$ cat src/rtl/ts4231_pulse_capture.sv
// Purpose: time-stamp and measure TS4231 envelope (E, active-low) light pulses, queue {start,width[,kind]} records.
// Latency: record valid 1 cycle after the synchronised rising edge of E (3 clk after the raw pin rises).
// Backpressure: valid/ready FWFT FIFO; a full FIFO with no same-cycle pop drops the record and sets sticky overflow.
// Optional build macro TS4231_PULSE_CLASSIFY_EN adds a per-record pulse_kind (sweep/sync/long) output.
module ts4231_pulse_capture #(
    parameter int TS_WIDTH   = 32,
    parameter int W_WIDTH    = 16,
    parameter int FIFO_DEPTH = 4,
    parameter int MIN_PULSE  = 8
`ifdef TS4231_PULSE_CLASSIFY_EN
    ,
    parameter int SYNC_MIN   = 5000,
    parameter int SYNC_MAX   = 13440
`endif
) (
    input  logic                clk,
    input  logic                rst,
    input  logic                enable,
    input  logic                e_in,
    output logic                pulse_valid,
    input  logic                pulse_ready,
    output logic [TS_WIDTH-1:0] pulse_start,
    output logic [W_WIDTH-1:0]  pulse_width,
    output logic                overflow,
    input  logic                overflow_clr
`ifdef TS4231_PULSE_CLASSIFY_EN
    ,
    output logic [1:0]          pulse_kind
`endif
);

    localparam int AW = (FIFO_DEPTH > 1) ? $clog2(FIFO_DEPTH) : 1;
    localparam int CW = AW + 1;
    localparam logic [W_WIDTH-1:0] W_MAX = '1;
    localparam logic [W_WIDTH-1:0] MIN_W = W_WIDTH'(MIN_PULSE);
    localparam logic [CW-1:0]      DEPTH_C = CW'(FIFO_DEPTH);

    typedef struct packed {
        logic [TS_WIDTH-1:0] start;
        logic [W_WIDTH-1:0]  width;
`ifdef TS4231_PULSE_CLASSIFY_EN
        logic [1:0]          kind;
`endif
    } rec_t;

    typedef enum logic [1:0] {IDLE, WAIT_HIGH, ARMED, IN_PULSE} state_t;

    state_t              state, state_nxt;
    logic                e_meta, e_s;
    logic [TS_WIDTH-1:0] ts;
    logic [TS_WIDTH-1:0] cur_start;
    logic [W_WIDTH-1:0]  cur_width;
    logic                load_pulse, inc_width, push_req, push_ok, pop, full;
    rec_t                push_rec, head;
    rec_t                mem [FIFO_DEPTH];
    logic [AW-1:0]       wr_ptr, rd_ptr;
    logic [CW-1:0]       count;

    // Two-flop synchroniser for the asynchronous E pin; idles high (no light).
    always_ff @(posedge clk or posedge rst) begin
        if (rst) begin
            e_meta <= 1'b1;
            e_s    <= 1'b1;
        end else begin
            e_meta <= e_in;
            e_s    <= e_meta;
        end
    end

    // Free-running timestamp, wraps silently.
    always_ff @(posedge clk or posedge rst) begin
        if (rst) ts <= '0;
        else     ts <= ts + 1'b1;
    end

    // FSM state register.
    always_ff @(posedge clk or posedge rst) begin
        if (rst) state <= IDLE;
        else     state <= state_nxt;
    end

    // Next-state and pulse-event decode; losing enable aborts any partial pulse.
    always_comb begin
        state_nxt  = state;
        load_pulse = 1'b0;
        inc_width  = 1'b0;
        push_req   = 1'b0;
        case (state)
            IDLE:      if (enable) state_nxt = WAIT_HIGH;
            WAIT_HIGH: if (e_s) state_nxt = ARMED;
            ARMED: begin
                if (!e_s) begin
                    load_pulse = 1'b1;
                    state_nxt  = IN_PULSE;
                end
            end
            IN_PULSE: begin
                if (!e_s) begin
                    inc_width = 1'b1;
                end else begin
                    push_req  = (cur_width >= MIN_W);
                    state_nxt = ARMED;
                end
            end
            default:   state_nxt = IDLE;
        endcase
        if (!enable) begin
            state_nxt  = IDLE;
            load_pulse = 1'b0;
            inc_width  = 1'b0;
            push_req   = 1'b0;
        end
    end

    // Start timestamp latch and saturating width counter.
    always_ff @(posedge clk or posedge rst) begin
        if (rst) begin
            cur_start <= '0;
            cur_width <= '0;
        end else if (load_pulse) begin
            cur_start <= ts;
            cur_width <= W_WIDTH'(1);
        end else if (inc_width && (cur_width != W_MAX)) begin
            cur_width <= cur_width + 1'b1;
        end
    end

    // Record assembly, including optional classification of the finished width.
    always_comb begin
        push_rec       = '0;
        push_rec.start = cur_start;
        push_rec.width = cur_width;
`ifdef TS4231_PULSE_CLASSIFY_EN
        if ((cur_width == W_MAX) || (32'(cur_width) > 32'(SYNC_MAX)))
            push_rec.kind = 2'd2;
        else if (32'(cur_width) >= 32'(SYNC_MIN))
            push_rec.kind = 2'd1;
        else
            push_rec.kind = 2'd0;
`endif
    end

    assign full        = (count == DEPTH_C);
    assign pulse_valid = (count != '0);
    assign pop         = pulse_valid && pulse_ready;
    assign push_ok     = push_req && (!full || pop);
    assign head        = mem[rd_ptr];

    // Head record presented only while valid so an empty FIFO shows zeros.
    assign pulse_start = pulse_valid ? head.start : '0;
    assign pulse_width = pulse_valid ? head.width : '0;
`ifdef TS4231_PULSE_CLASSIFY_EN
    assign pulse_kind  = pulse_valid ? head.kind : 2'd0;
`endif

    // FIFO storage; contents are qualified by count, so no reset is needed.
    always_ff @(posedge clk) begin
        if (push_ok) mem[wr_ptr] <= push_rec;
    end

    // FIFO pointers and occupancy; a pop and push on a full FIFO keep it full.
    always_ff @(posedge clk or posedge rst) begin
        if (rst) begin
            wr_ptr <= '0;
            rd_ptr <= '0;
            count  <= '0;
        end else begin
            if (push_ok) wr_ptr <= wr_ptr + 1'b1;
            if (pop)     rd_ptr <= rd_ptr + 1'b1;
            case ({push_ok, pop})
                2'b10:   count <= count + 1'b1;
                2'b01:   count <= count - 1'b1;
                default: count <= count;
            endcase
        end
    end

    // Sticky overflow on a dropped record; clear has priority over a same-cycle set.
    always_ff @(posedge clk or posedge rst) begin
        if (rst)                      overflow <= 1'b0;
        else if (overflow_clr)        overflow <= 1'b0;
        else if (push_req && !push_ok) overflow <= 1'b1;
    end

endmodule
$ cat config.mk
export PLATFORM = sky130hd
export DESIGN_NAME = ts4231_pulse_capture
export DESIGN_NICKNAME = d
export VERILOG_FILES = /design/src/rtl/ts4231_pulse_capture.sv
export SDC_FILE = /design/constraint.sdc
export NUM_CORES = 1
export LEC_CHECK = 0
export ABC_AREA = 1
export ABC_CLOCK_PERIOD_IN_PS = 3560
export CAP_MARGIN = 25
export CORE_MARGIN = 2
export CORE_UTILIZATION = 56
export CTS_BUF_LIST = sky130_fd_sc_hd__clkbuf_8
export CTS_CLUSTER_SIZE = 16
export DETAILED_ROUTE_END_ITERATION = 16
export PLACE_DENSITY = 0.78
export SYNTH_ARGS = -nofsm -noshare
export SYNTH_HDL_FRONTEND = slang
export SYNTH_SLANG_ARGS = --single-unit
$ cat constraint.sdc
create_clock -name clk -period 3.56 [get_ports clk]
set_clock_uncertainty 0.05 [all_clocks]
set_input_delay 0.356 -clock clk [delete_from_list [all_inputs] [get_ports clk]]
set_output_delay 0.356 -clock clk [all_outputs]
set_load 0.05 [all_outputs]
==> impl_metrics.py <==
metrics = {
    "setup_path": {
        "required_ns": 3.15,
        "slowest_stage": "dfrtp_2",
        "crit_path_end_kind": "primary output",
        "startpoint": "rd_ptr[0]$_DFFE_PP0P_",
        "path_class": "reg -> out",
        "start_kind": "register",
        "crit_fanout": 61,
        "arrival_ns": 2.79,
        "crit_chain": "inv_2 > buf_12 > o21ai_0 > a21oi_1 > buf_12",
        "cpMostUsedCell": "buf_12",
        "reg2reg_from": "cur_width[3]$_DFFE_PP0P_",
        "slowest_delay_ns": 0.65,
    },
    "cells_and_area": {
        "nNetsFinal": 1170,
        "fin_area_um2": 14020,
        "syn_to_final_growth_pct": 18.59,
        "layout-drive-gt1-share": 0.1243,
        "final_common_cell": "nor2_1",
        "n_antenna_cell": 0,
        "layout_common_cells": "nor2_1 (240), edfxtp_1 (192), o21ai_0 (130)",
        "fin_util": 0.6713,
    },
    "clock_tree": {
        "cts_num_sinks": 284,
        "cts_buffers": 43,
        "cts_root_buf": "clkbuf_8",
        "clkTransAtPathRegs_ns": 0.06,
        "cts_buffer_depth": 3,
        "cts_hold_buf": 0,
        "post_cts_buffers": 0,
        "post_cts_resized": 0,
        "clk_latency_ns": 0.54,
        "htreeDepth": 2,
        "cts_tree": "built",
    },
    "placed_design": {
        "place_area_um2": 13220,
        "io_buffers": 55,
        "place_ws_ns": 0.6746,
        "routabilityCongestion": 0.9068,
        "place.detailed.hpwl_mm": 15.38,
    },
    "routing": {
        "drc_errors": 0,
        "vias_per_cell": 5.427,
        "vias": 7956,
        "drt-total-wl_mm": 24.39,
        "first_pass_iters": 5,
        "first_iter_violations": 622,
        "route.detailed.wl_per_inst_um": 16.64,
        "ant_nets": 0,
    },
    "pwr": {
        "power.leakage_nw": 5.597,
        "peakVddDrop_v": 0.0006878,
        "power-per-cell-area_nw_per_um2": 855.4,
        "pwr-share-clk": 0.203,
        "swShare": 0.3973,
        "p_comb_frac": 0.473,
        "p_switching_mw": 4.766,
        "total_power_mw": 12.00,
        "p_seq_frac": 0.324,
        "internal_power_mw": 7.229,
    },
    "synthesis": {
        "ys_seq_area_frac": 0.6825,
        "yosys_warnings": 0,
        "netlist_area_um2": 11830,
        "ys.flop_type": "edfxtp_1",
        "syn-num-nets": 1101,
        "async_flop_share": 0.3239,
        "synth_edf_count": 192,
        "synth_seq_cells": 284,
        "netlist_instances": 1087,
        "synthDistinctLibCells": 31,
        "avgSynthCellArea_um2": 10.88,
    },
    "grt": {
        "grt.total_usage": 0.2283,
        "grt_max_degree": 67,
        "antenna_found_initial": 0,
        "grt_pass1_wl_mm": 40.05,
        "grt_overflow": 0,
        "grt_pass1_vias": 8014,
    },
    "floorplan": {
        "num_io_pins": 56,
        "die_w_um": 149.3,
        "die_area_um2": 22300,
        "rows": 53,
        "dieHeight_um": 149.3,
        "coreArea_um2": 20890,
        "initial_core_util": 0.5661,
    },
    "timing": {
        "hold_viol": 0,
        "fin_crit_sh": 0.8989,
        "slew_viol_final": 0,
        "whs_ns": 0.1963,
        "finalCriticalPeriod_ns": 3.200,
        "finalSetupViolations": 0,
        "fin_ws_ns": 0.3600,
        "grt_setup_unrepaired": "false",
        "tightest_slew_ns": 0.9021,
        "fmax_mhz": 312.5,
        "max_slew_margin": 0.3986,
    },
    "min_path": {
        "hold_path_class": "in -> reg",
        "min-delay-start": "e_in",
    },
    "run": {
        "maxCapViolations": 0,
    },
    "outcome": {
        "outcome": "completed",
    },
}
## area by class of cell
type	count	area, µm²
flip-flops and latches	284	8073
fillers	1498	6865
multi-input cells	685	3313
repair buffers	71	1221
clock buffers	49	674.4
well taps	275	344.1
inverters	71	267.8
clock inverters	31	130.1
## power groups by stage
stage,clock network (mW),registers (mW),logic (mW)
6_report,2.44,3.89,5.67
5_1_grt,2.64,3.91,6.04
4_1_cts,2.50,3.88,5.71
3_5_place_dp,0,3.95,5.68
3_3_place_gp,0,3.93,5.58
2_1_floorplan,0,3.84,3.19
## flip-flops by register name, indices dropped and copies added (netlist names)
name / cells
mem: 192
state: 2
e_meta: 1
cur_start: 32
e_s: 1
ts: 32
rd_ptr: 2
cur_width: 16
wr_ptr: 2
count: 3
overflow: 1
## worst max-delay path: cells and delay by family (launching register included)
| kind | cells | cell delay, ns |
|---|---|---|
| AOI/OAI and AO/OA | 2 | 0.54 |
| DFF | 1 | 0.65 |
| buffers and inverters | 3 | 1.04 |
## stage by stage
| step | cells | TNS (ns) |
|---|---|---|
| after floorplan | 1087 | -38.51 |
| after global placement | 1385 | 0 |
| after detailed placement | 1386 | 0 |
| after CTS | 1466 | 0 |
| after global routing | 1466 | 0 |
| final | 1466 | 0 |
## synth_stat cells, types with 2 or more instances
master | n | share of area
dfrtp_1 | 90 | 0.19
a21oi_1 | 51 | 0.022
nand4_1 | 11 | 0.0058
edfxtp_1 | 192 | 0.49
nand3b_1 | 3 | 0.0019
o21ai_0 | 130 | 0.055
xor2_1 | 43 | 0.032
nand2_2 | 3 | 0.0016
inv_2 | 5 | 0.0016
nor2_1 | 244 | 0.077
nand3_1 | 27 | 0.011
inv_1 | 66 | 0.021
buf_2 | 13 | 0.0055
nand2_1 | 125 | 0.040
ha_1 | 7 | 0.0074
clkbuf_1 | 31 | 0.0098
buf_6 | 2 | 0.0019
dfstp_2 | 2 | 0.0044
nor3_2 | 3 | 0.0025
o21ai_2 | 5 | 0.0037
nor3_1 | 24 | 0.010
## logic make-up (layout without fill, tap and decap cells)
family          after synthesis  after routing  synth area share
flops                       284            284            0.6825
simple gates                444            444            0.1538
compound gates              189            189           0.08190
xor+xnor                     44             44           0.03259
fa+ha+maj                     8              8          0.009099
buf+inv                     118            222           0.04010
## path summary, 6_finish.rpt
check | to | slack, ns | depth (start not counted)
setup / recovery | pulse_start[16] | 0.36 | 5
hold / removal | e_meta$_DFF_PP1_ | 0.20 | 1
max in group asynchronous | cur_start[19]$_DFFE_PP0P_ | 2.41 | 3
hold reg to reg | e_s$_DFF_PP1_ | 0.31 | 0
setup reg to reg | mem[3][5]$_DFFE_PP_ | 0.98 | 9
min in group asynchronous | ts[7]$_DFF_PP0_ | 0.23 | 2
## per-layer routing
metal  global-route usage  routed length, µm  vias to the layer above
li1                     -                  -                     3818
met1               0.2994              10250                     3853
met2               0.3906              12390                      242
met3              0.03792               1278                       43
met4              0.07714                477                        0
met5                    0                  0                        -
Note: power is estimated with default switching activity, not from simulation.
